File: src/rtl/perf_counter_pkg.sv
// Shared register-map constants and control types for the performance counter bank.
package perf_counter_pkg;

  localparam logic [1:0] REG_LO   = 2'd0;
  localparam logic [1:0] REG_HI   = 2'd1;
  localparam logic [1:0] REG_CTRL = 2'd2;
  localparam logic [1:0] REG_STAT = 2'd3;

  localparam int CTRL_EN_BIT   = 0;
  localparam int CTRL_MODE_BIT = 1;
  localparam int CTRL_CLR_BIT  = 2;
  localparam int STAT_OVF_BIT  = 0;

  typedef struct packed {
    logic mode;
    logic en;
  } ctrl_t;

endpackage

File: src/rtl/perf_counter_bank_if.sv
// Avalon-MM slave bus of the performance counter bank.
interface perf_counter_bank_if #(
  parameter int ADDR_W = 4
);
  // read/write are single-cycle strobes with no waitrequest: every strobe is
  // accepted at the edge it is sampled, and readdata is valid exactly one
  // cycle after read, reading 0 in any cycle that follows read=0.
  logic [ADDR_W-1:0] address;
  logic              read;
  logic              write;
  logic [31:0]       writedata;
  logic [31:0]       readdata;

  modport master (output address, read, write, writedata, input readdata);
  modport slave  (input address, read, write, writedata, output readdata);
endinterface

File: src/rtl/perf_counter_ch.sv
// One counter channel: live count, hi-word snapshot, enable/mode and sticky overflow.
module perf_counter_ch
  import perf_counter_pkg::*;
#(
  parameter int CNT_W  = 64,
  parameter bit RST_EN = 1'b0
) (
  input  logic              clk,
  input  logic              reset,
  input  logic              inc_i,
  input  logic              clr_i,
  input  logic              snap_i,
  input  logic              ovf_clr_i,
  input  logic              ctrl_we_i,
  input  ctrl_t             ctrl_wdata_i,
  output logic [31:0]       cnt_lo_o,
  output logic [CNT_W-33:0] snap_hi_o,
  output ctrl_t             ctrl_o,
  output logic              ovf_o
);

  localparam int HI_W = CNT_W - 32;

  logic [CNT_W-1:0] cnt_q, cnt_d;
  logic [HI_W-1:0]  snap_q, snap_d;
  ctrl_t            ctrl_q, ctrl_d;
  logic             ovf_q, ovf_d;
  logic             wrap;

  // A clear suppresses the increment, so it also suppresses the wrap.
  assign wrap = inc_i && !clr_i && (&cnt_q);

  always_comb begin
    cnt_d = cnt_q;
    if (clr_i) begin
      cnt_d = '0;
    end else if (inc_i) begin
      cnt_d = cnt_q + CNT_W'(1);
    end

    snap_d = snap_i ? cnt_q[CNT_W-1:32] : snap_q;
    ctrl_d = ctrl_we_i ? ctrl_wdata_i : ctrl_q;

    ovf_d = ovf_q;
    if (wrap) begin
      ovf_d = 1'b1;
    end else if (ovf_clr_i) begin
      ovf_d = 1'b0;
    end
  end

  always_ff @(posedge clk) begin
    if (reset) begin
      cnt_q  <= '0;
      snap_q <= '0;
      ctrl_q <= '{mode: 1'b0, en: RST_EN};
      ovf_q  <= 1'b0;
    end else begin
      cnt_q  <= cnt_d;
      snap_q <= snap_d;
      ctrl_q <= ctrl_d;
      ovf_q  <= ovf_d;
    end
  end

  assign cnt_lo_o  = cnt_q[31:0];
  assign snap_hi_o = snap_q;
  assign ctrl_o    = ctrl_q;
  assign ovf_o     = ovf_q;

endmodule

File: src/rtl/perf_counter_bank.sv
// Bank of NUM_CH performance counters behind a 32-bit Avalon-MM slave.
module perf_counter_bank
  import perf_counter_pkg::*;
#(
  parameter int          NUM_CH   = 4,
  parameter int          CNT_W    = 64,
  parameter int          ADDR_W   = 4,
  parameter logic [15:0] RESET_EN = 16'h0001
) (
  input  logic              clk,
  input  logic              reset,
  perf_counter_bank_if.slave bus,
  input  logic [NUM_CH-1:0] event_in
);

  localparam int CH_W = ADDR_W - 2;
  localparam int HI_W = CNT_W - 32;

  logic [CH_W-1:0]   ch_sel;
  logic [1:0]        reg_sel;
  logic [NUM_CH-1:0] hit;
  logic [31:0]       cnt_lo  [NUM_CH];
  logic [HI_W-1:0]   snap_hi [NUM_CH];
  ctrl_t             ctrl    [NUM_CH];
  logic [NUM_CH-1:0] ovf;
  ctrl_t             ctrl_wdata;
  logic [31:0]       rdata_d, rdata_q;

  assign ch_sel     = bus.address[ADDR_W-1:2];
  assign reg_sel    = bus.address[1:0];
  assign ctrl_wdata = '{mode: bus.writedata[CTRL_MODE_BIT], en: bus.writedata[CTRL_EN_BIT]};

  // Channels at or above NUM_CH never get a hit, so they read 0 and ignore writes.
  for (genvar i = 0; i < NUM_CH; i++) begin : g_ch
    logic inc, wr_ctrl, wr_stat;

    assign hit[i]  = (ch_sel == CH_W'(i));
    assign wr_ctrl = bus.write && hit[i] && (reg_sel == REG_CTRL);
    assign wr_stat = bus.write && hit[i] && (reg_sel == REG_STAT);
    assign inc     = ctrl[i].en && (!ctrl[i].mode || event_in[i]);

    perf_counter_ch #(
      .CNT_W  (CNT_W),
      .RST_EN (RESET_EN[i])
    ) u_ch (
      .clk          (clk),
      .reset        (reset),
      .inc_i        (inc),
      .clr_i        (wr_ctrl && bus.writedata[CTRL_CLR_BIT]),
      .snap_i       (bus.read && hit[i] && (reg_sel == REG_LO)),
      .ovf_clr_i    (wr_stat && bus.writedata[STAT_OVF_BIT]),
      .ctrl_we_i    (wr_ctrl),
      .ctrl_wdata_i (ctrl_wdata),
      .cnt_lo_o     (cnt_lo[i]),
      .snap_hi_o    (snap_hi[i]),
      .ctrl_o       (ctrl[i]),
      .ovf_o        (ovf[i])
    );
  end

  always_comb begin
    rdata_d = '0;
    for (int i = 0; i < NUM_CH; i++) begin
      if (bus.read && hit[i]) begin
        case (reg_sel)
          REG_LO:   rdata_d = cnt_lo[i];
          REG_HI:   rdata_d = 32'(snap_hi[i]);
          REG_CTRL: rdata_d = {30'b0, ctrl[i].mode, ctrl[i].en};
          REG_STAT: rdata_d = {31'b0, ovf[i]};
          default:  rdata_d = '0;
        endcase
      end
    end
  end

  always_ff @(posedge clk) begin
    if (reset) begin
      rdata_q <= '0;
    end else begin
      rdata_q <= rdata_d;
    end
  end

  assign bus.readdata = rdata_q;

endmodule

File: src/flat_wrapper.sv
// flat-port wrapper written by rule: the top's interface ports become plain ports
module perf_counter_bank_flat import perf_counter_pkg::*;
#(
  parameter int          NUM_CH   = 4,
  parameter int          CNT_W    = 64,
  parameter int          ADDR_W   = 4,
  parameter logic [15:0] RESET_EN = 16'h0001
)
  (clk, reset, event_in, bus_address, bus_read, bus_write, bus_writedata, bus_readdata);
  perf_counter_bank_if #(.ADDR_W(ADDR_W)) bus_i ();
  input  logic clk;
  input  logic reset;
  input  logic [NUM_CH-1:0] event_in;
  input wire logic [$bits(bus_i.address)-1:0] bus_address;
  input wire logic [$bits(bus_i.read)-1:0] bus_read;
  input wire logic [$bits(bus_i.write)-1:0] bus_write;
  input wire logic [$bits(bus_i.writedata)-1:0] bus_writedata;
  output wire logic [$bits(bus_i.readdata)-1:0] bus_readdata;
  assign bus_i.address = bus_address;
  assign bus_i.read = bus_read;
  assign bus_i.write = bus_write;
  assign bus_i.writedata = bus_writedata;
  assign bus_readdata = bus_i.readdata;
  perf_counter_bank #(.NUM_CH(NUM_CH), .CNT_W(CNT_W), .ADDR_W(ADDR_W), .RESET_EN(RESET_EN)) u_core (.clk(clk), .reset(reset), .bus(bus_i), .event_in(event_in));
endmodule
File: config.mk
export PLATFORM = sky130hd
export DESIGN_NAME = perf_counter_bank_flat
export DESIGN_NICKNAME = d
export VERILOG_FILES = /design/src/rtl/perf_counter_pkg.sv /design/src/rtl/perf_counter_bank_if.sv /design/src/rtl/perf_counter_ch.sv /design/src/rtl/perf_counter_bank.sv /design/src/flat_wrapper.sv
export SDC_FILE = /design/constraint.sdc
export NUM_CORES = 1
export LEC_CHECK = 0
export CORE_MARGIN = 5
export CORE_UTILIZATION = 55
export DETAILED_ROUTE_END_ITERATION = 7
export GPL_ROUTABILITY_DRIVEN = 1
export HOLD_SLACK_MARGIN = 0.06
export PLACE_DENSITY = 0.73
export SETUP_SLACK_MARGIN = 0.1
export SYNTH_ARGS = -nofsm -noshare
export SYNTH_HDL_FRONTEND = slang
export SYNTH_SLANG_ARGS = --single-unit
export TNS_END_PERCENT = 20
File: constraint.sdc
create_clock -name clk -period 3.04 [get_ports clk]
set_input_delay 0.456 -clock clk [delete_from_list [all_inputs] [get_ports clk]]
set_output_delay 0.456 -clock clk [all_outputs]
set_load 0.05 [all_outputs]
After elaboration in Yosys (flattened, before gate mapping)
Index checks and enable logic that the tools add are counted.
{"block": "totals", "in_bits": 44, "ff_bits": 428, "wordCells": 113}
{"block": "classes", "n_eq_ne": 6, "add_sub_neg": 4, "n_mux": 16, "reduce_logical": 66}
{"op": "32-bit one-hot mux with 4 select lines", "count": 4}
{"op": "64-bit by 1-bit adder with 64-bit output, second input constant", "count": 4}
{"op": "64-bit AND reduction", "count": 4}
{"op": "32-bit 2-to-1 mux", "count": 4}
{"op": "1-bit logical AND", "count": 40}
{"op": "2-bit equality test, second input constant", "count": 4}
{"op": "1-bit logical NOT", "count": 8}
{"op": "1-bit 2-to-1 mux", "count": 8}
{"op": "2-bit nonzero test", "count": 4}
{"op": "2-bit OR reduction", "count": 4}
{"op": "2-bit by 1-bit equality test with 1-bit output, second input constant", "count": 2}
{"op": "2-bit logical NOT", "count": 2}
{"op": "1-bit logical OR", "count": 4}

Depth between registers and ports, before layout
Gate-level depths: netlist of the first run.
{"block": "depth", "depth_word": 8, "mapped_depth": 9}

Modules after synthesis
A second synthesis of the first run with hierarchy kept.
{"block": "unflattened", "cells_unflattened": 2391, "area_unflattened_um2": 20990.1}
{"module": "perf_counter_ch (u_core.g_ch[1].u_ch ...)", "area_each_um2": 4543.1, "seq_area_each_um2": 1981.9, "instances": 3, "cells_per_inst": 519}
{"module": "perf_counter_ch (u_core.g_ch[0].u_ch)", "area_each_um2": 4544.4, "seq_area_each_um2": 1981.9, "instances": 1, "cells_per_inst": 519}
{"module": "perf_counter_bank", "area_each_um2": 2816.5, "seq_area_each_um2": 640.6, "instances": 1, "cells_per_inst": 315}

Worst setup path after synthesis of the first run
OpenSTA, ideal clock, no wires.
{"block": "synth_timing", "path_kind": "reg2reg", "start": "reg u_core.g_ch[1].u_ch.cnt_q[17]", "end": "reg u_core.g_ch[1].u_ch.cnt_q[55]", "arrival_ns": 2.203, "period_less_slack_ns": 2.336, "setup_slack_ns": 0.704, "t_required_ns": 2.908, "setup_ns": 0.132, "n_path_buf": 3, "path_stages_with_launch": 9, "cell_sequence": "dfxtp_1 nand4_2 or4_4 or3_1 buf_2 buf_6 clkbuf_1 o31ai_1 a21oi_1"}
{"block": "synth_via", "elab_chain_len": 1}
{"element": "start: declaration", "line_no": "perf_counter_ch.sv:24", "text": "logic [CNT_W-1:0] cnt_q, cnt_d;"}
{"element": "start signal: assignment", "line_no": "perf_counter_ch.sv:59", "text": "cnt_q <= cnt_d;"}
{"element": "64-bit by 1-bit adder with 64-bit output", "line_no": "perf_counter_ch.sv:38", "text": "cnt_d = cnt_q + CNT_W'(1);"}
Every way passes these cells.
A chain may end at the register's enable or synchronous reset.

Final worst setup path of the first run
{"block": "layout_timing", "start": "reg u_core.g_ch[1].u_ch.cnt_q[17]", "end": "reg u_core.g_ch[1].u_ch.cnt_q[59]"}
The elaborated chain is that of the path after synthesis.

==> results.toml, run 1 <==
[status]
outcome = "finished clean"

[detailed_routing]
vias_per_cell = 6.39
detail-route-antenna-nets = 0
drtIter0Drc = 2001
drc_errors = 0
num_vias = 18704
drt_first_pass_iters = 6
drt-total-wl_mm = 59.4
avgRoutedWirePerCell_um = 20.3

[place]
dp_cells = 2847
dp_hpwl_mm = 42.2
port_buffers = 46
place_congestion = 0.956

[power]
p_per_area_nw_per_um2 = 528
irDropWorstVdd_v = 0.000543
leakagePower_nw = 6.69

[global_route]
antenna_found_initial = 1
grt_usage_pct = 29.6
grt_max_degree = 72
grt_pass1_vias = 17009
gr-total-overflow = 0
grt_pass1_wl_mm = 93.6

[logic_synthesis]
async_flop_share_pct = 0
synth_cells = 2407
yosysWarnings = 0
synth_seq_area_share_pct = 43.9
ys_seq_elements = 428
synth_edf_count = 0
syn-mean-instance-area_um2 = 8.10
ys.flop_type = "dfxtp_1"
synth.net_count = 2455
synth_area_um2 = 19500
ys_types = 56

[sta]
finalClockSkew_ps = 31.9
drv_slew = 0
max_slew_margin_pct = 43.4
fin_crit_ps = 2810
holdWs_ps = 279
setup_tns_ps = 0
setup_viol = 0
tightest_slew_ps = 842
finalHoldViolCount = 0
finalCritPeriodShare_pct = 92.5
rsz0062_at_grt = "false"
max_freq_mhz = 356

[flow_run]
max_cap_violations = 0

[clocking]
clk_path_buf_depth = 3
clock_latency_ps = 580
path_clk_slew_ps = 60
cts_root_buf = "clkbuf_16"
cts_max_level = 2
postCtsHoldBufs = 0
cts-buffers-inserted = 45
cts_tree = "done"
cts_sinks = 428

[critical_path]
required_ps = 3540
cp-start-kind = "flip-flop"
worst-setup-path-type = "flip-flop to flip-flop"
end_kind = "flip-flop"
cp_max_fo = 24
arrival_ps = 3310

[final_layout]
instances_no_fill = 2927
fin_nets = 2481
area_delta_synth_final_pct = 15.0
drive_above_1_share_pct = 8.36

[die]
core_um2 = 35300
die_x_um = 198
die_area_um2 = 39300
pin_count = 76
rows = 69
die_h_um = 198
initial_core_util_pct = 55.2

[worst_hold_path]
hold_class = "primary input to flip-flop"
==> through the flow <==
stage | power [mW] | worst slack (ps) | instance area [um2] | utilization [%]
2_1_floorplan | 5.92 | 704 | 19500 | -
3_3_place_gp | 6.03 | 277 | 20800 | 59.0
3_5_place_dp | 6.03 | 232 | 20800 | 59.0
4_1_cts | 11.9 | 226 | 22400 | 63.5
5_1_grt | 12.2 | 129 | 22400 | 63.5
6_report | 11.8 | 229 | 22400 | 63.5
==> layer usage <==
| layer | vias up | share of wire, % | track usage [%] |
|---|---|---|---|
| li1 | 8861 | - | - |
| met1 | 8958 | 41 | 40.0 |
| met2 | 766 | 45 | 45.9 |
| met3 | 119 | 8.6 | 6.09 |
| met4 | 0 | 5.0 | 13.5 |
| met5 | - | 0 | 0 |
==> registers in the layout (all words and copies together), names as in the netlist <==
register                    cells
u_core.bus.readdata            32
u_core.g_ch.u_ch.cnt_q        256
u_core.g_ch.u_ch.ctrl_o         8
u_core.g_ch.u_ch.ovf_o          4
u_core.g_ch.u_ch.snap_hi_o    128
==> synth_stat cells, types with 3 or more instances <==
master | number | area, um2
clkbuf_1 | 146 | 548
and3_1 | 28 | 175
nor2_1 | 141 | 529
buf_1 | 10 | 37.5
inv_1 | 43 | 161
a222oi_1 | 31 | 310
o41ai_1 | 6 | 52.6
nand2_1 | 377 | 1420
or4b_2 | 3 | 30.0
buf_6 | 3 | 33.8
a22oi_1 | 61 | 458
a31oi_1 | 30 | 188
or2_2 | 10 | 62.6
o21a_1 | 4 | 30.0
and4_1 | 25 | 219
and2_1 | 13 | 81.3
o21ai_0 | 82 | 410
nor2b_1 | 5 | 31.3
xnor2_1 | 63 | 552
or3_1 | 84 | 526
xor2_1 | 35 | 307
nand4b_1 | 6 | 52.6
mux2i_1 | 11 | 110
a21oi_1 | 294 | 1470
nand2b_1 | 8 | 50.1
or4_1 | 73 | 548
ha_1 | 4 | 50.1
mux2_2 | 3 | 33.8
nand3_1 | 97 | 485
nand4_1 | 84 | 526
nor3_1 | 39 | 195
a22o_1 | 30 | 263
dfxtp_1 | 428 | 8570
nor3b_1 | 3 | 22.5
nor4_1 | 33 | 206
o31ai_1 | 70 | 526
==> worst max-delay path: stages (launching register included) <==
cell     delay [ps]
dfxtp_1         520
nand4_2         180
or4_4           620
or3_2           730
or4_1           540
a21oi_1         160
==> path summary, 6_finish.rpt <==
kind	start	end	slack (ps)	cells past startpoint
setup reg to reg	u_core.g_ch[1].u_ch.cnt_q[17]	u_core.g_ch[1].u_ch.cnt_q[59]	230	5
setup / recovery	u_core.g_ch[1].u_ch.cnt_q[17]	u_core.g_ch[1].u_ch.cnt_q[59]	230	5
hold reg to reg	u_core.g_ch[0].u_ch.snap_hi_o[23]	u_core.g_ch[0].u_ch.snap_hi_o[23]	450	2
hold / removal	reset	u_core.g_ch[3].u_ch.snap_hi_o[0]	280	2
==> final cells by class <==
cell class | count | area, um2
diodes | 1 | 2.50
clock buffers | 62 | 1320
clock inverters | 17 | 275
fillers | 3061 | 12900
inverters | 44 | 165
multi-input cells | 1774 | 10200
flip-flops and latches | 428 | 8570
well taps | 461 | 577
repair buffers | 140 | 1310
==> layout by cell type (no fill, tap or decap), types with 25 or more instances in the layout <==
cell,n
nand4_1,84
clkdlybuf4s50_1,45
clkbuf_16,46
a22o_1,30
a222oi_1,31
dfxtp_1,428
nor4_1,33
a21oi_1,294
nor3_1,37
or3_1,83
o31ai_1,68
xnor2_1,63
nand2_1,375
a31oi_1,30
xor2_1,35
buf_4,83
a22oi_1,61
and4_1,25
and3_1,27
or4_1,73
nand3_1,97
inv_1,43
nor2_1,141
o21ai_0,82
==> power by group <==
group	total, mW	switching [mW]	internal (mW)
Sequential	5.62	0.00885	5.62
Combinational	0.292	0.212	0.0801
Clock	5.93	2.30	3.62
==> logic make-up (layout without fill, tap and decap cells) <==
| kind of cell | after synthesis | count (layout) | share of synthesized area [%] |
|---|---|---|---|
| simple gates | 1038 | 1038 | 26.9 |
| buf+inv | 205 | 263 | 4.07 |
| fa+ha+maj | 4 | 4 | 0.257 |
| compound gates | 618 | 618 | 19.5 |
| other cells | 0 | 1 | 0 |
| xor+xnor | 98 | 98 | 4.40 |
| flops | 428 | 428 | 43.9 |
| mux | 16 | 16 | 0.969 |
==> repair_timing <==
action,CTS,global route
setup endpoints to repair,0,5
resized for setup,0,1
setup buffers,0,0
(Power assumes the default switching activity.)
==> inputs of run 2 (changes only) <==
Settings changed: GPL_TIMING_DRIVEN from default to 0, PLACE_DENSITY 0.73 to 0.76.
Clock period 3.04 ns to 2.3 ns, I/O delays scaled along.
==> results.toml, run 2 (synthesis gave the netlist of run 1 again) <==
[status]
outcome = "finished with violations"
failed_checks = "design-rule violations, negative setup slack"

[sta]
finalHoldViolCount = 0
fin_crit_ps = 2400
setup_viol = 23
finalCritPeriodShare_pct = 105
setup_tns_ps = -1100
max_slew_margin_pct = 40.4
tightest_slew_ps = 894
fin_ws_ps = -104
max_freq_mhz = 416
drv_slew = 0
finalClockSkew_ps = 23.2
rsz0062_at_grt = "true"

[die]
initial_core_util_pct = 55.2
die_h_um = 198
rows = 69
die_x_um = 198
core_um2 = 35300
pin_count = 76
die_area_um2 = 39300

[critical_path]
worst-setup-path-type = "flip-flop to flip-flop"
cp_max_fo = 5
cp-start-kind = "flip-flop"
timing.rr.start = "u_core.g_ch[1].u_ch.cnt_q[14]"
cpMostUsedCell = "or4_4"
cp_slowest_cell = "or4_4"
critPathLaunch = "u_core.g_ch[1].u_ch.cnt_q[14]"
path_cells = "nand4_1 > or4_4 > or3_4 > buf_8 > or4_4 > a21oi_2"
r2r_slack_ps = -100
critPathMaxStageDelay_ps = 580
required_ps = 2800
end_kind = "flip-flop"
ff2ff_path_depth = 6
r2r-end = "u_core.g_ch[1].u_ch.cnt_q[46]"
arrival_ps = 2900

[final_layout]
ff_latch_area_um2 = 8750
max_flop_register = "u_core.g_ch.u_ch.cnt_q"
final_cell_mix = "374 x nand2_1, 337 x dfxtp_1, 280 x a21oi_1"
final_common_cell = "nand2_1"
area_delta_synth_final_pct = 20.8
largest_reg_flops = 256
multiInputGateArea_um2 = 10700
drive_above_1_share_pct = 16.2
fin_nets = 2598
insertedDiodeCount = 0
post-route-util_pct = 66.7
fill_cells = 2905

[detailed_routing]
avgRoutedWirePerCell_um = 21.8
drt-total-wl_mm = 66.4
num_vias = 19795
drt_first_pass_iters = 8
vias_per_cell = 6.49
detail-route-antenna-nets = 0
drtIter0Drc = 2282
drc_errors = 9

[global_route]
antenna_found_initial = 2
grt_usage_pct = 32.1
grt_max_degree = 14
grt_pass1_vias = 18090
gr-total-overflow = 0
grt_pass1_wl_mm = 100

[clocking]
cts-buffers-inserted = 47
clk_path_buf_depth = 3
cts_sinks = 428
cts_max_level = 2
cts_root_buf = "clkbuf_16"
cts_tree = "done"
clock_latency_ps = 590
path_clk_slew_ps = 60

[place]
dp_hpwl_mm = 47.9
place_ws_ps = -1320
port_buffers = 42
place_congestion = 1.04

[worst_hold_path]
worstHoldStart = "bus_read"
hold_class = "primary input to flip-flop"
min_path_cells = 3
holdPathEnd = "u_core.bus.readdata[1]"

[power]
power_switching_mw = 3.43
power.share.clock_pct = 49.8
swShare_pct = 22.0
p_int_mw = 12.1
p_per_area_nw_per_um2 = 661
irDropWorstVdd_v = 0.000667
p_seq_share_pct = 47.6
p_comb_share_pct = 2.6
leakagePower_nw = 7.19

[flow_run]
max_cap_violations = 0
run 2: changes by cell type in the layout (fill, tap and decap cells not counted), sizes merged:
cell           previous run  this run
buf                      95        84
bufinv                    7         2
clkbuf                   62       202
clkdlybuf4s50            45        40
clkinv                   10         9
clkinvlp                  0         2
diode                     1         0
dlygate4sd2               0         1
dlymetal6s2s              0         1
run 2: power groups by stage:
stage	Combinational [mW]	Clock [mW]	Sequential [mW]
after floorplan	0.223	0	7.60
after CTS	0.384	7.80	7.42
final	0.406	7.76	7.40
after detailed placement	0.369	0	7.59
after global placement	0.362	0	7.59
after global routing	0.429	8.14	7.40
run 2: layout make-up:
cell class | count | share of cell area [%]
timing repair buffer | 96 | 3.77
sequential | 428 | 37.1
tap | 461 | 2.45
clock inverter | 13 | 0.510
multi-input combinational | 1774 | 45.5
inverter | 44 | 0.701
buffer | 159 | 3.66
clock buffer | 73 | 6.31
run 2: worst max-delay path by stage:
| stage | endpoint | slack (ps) | cells after the start |
|---|---|---|---|
| 3_5_place_dp | u_core.bus.readdata[2] | -1320 | 7 |
| 4_1_cts | u_core.g_ch[1].u_ch.cnt_q[46] | -60 | 6 |
| 2_1_floorplan | u_core.g_ch[2].u_ch.cnt_q[61] | 60 | 6 |
| 6_report | u_core.g_ch[1].u_ch.cnt_q[46] | -100 | 6 |
| 3_3_place_gp | u_core.bus.readdata[28] | -1510 | 8 |
| 5_1_grt | u_core.g_ch[1].u_ch.cnt_q[46] | -150 | 6 |
run 2: through the flow:
step	power, mW	hold WS, ps	instances	cell area, um2
floorplan	7.82	433	2407	19500
global route	16.0	374	3048	23600
global placement	7.96	442	2910	20500
detailed placement	7.96	448	2911	20600
CTS	15.6	264	3019	22900
finish	15.6	367	3048	23600
run 2: metal layers:
| metal | GRT usage (%) | part of all wire [%] | up-vias |
|---|---|---|---|
| met5 | 0 | 0.033 | - |
| met3 | 5.58 | 9.3 | 200 |
| li1 | - | - | 9113 |
| met2 | 51.4 | 46 | 1035 |
| met4 | 17.3 | 6.0 | 4 |
| met1 | 41.6 | 39 | 9443 |
run 2: worst max-delay path: cells and delay by family (launching register included):
family / cells / cell delay, ps
AOI/OAI and AO/OA: 1 / 140
buffers and inverters: 1 / 160
DFF: 1 / 360
and+or+nand+nor: 4 / 1650
run 2: repair_timing:
action | CTS | global route
pin swaps | 69 | 49
setup endpoints to repair | 376 | 280
gates cloned | 1 | 5
setup buffers | 23 | 25
hold buffers | 0 | 0
resized for setup | 192 | 178
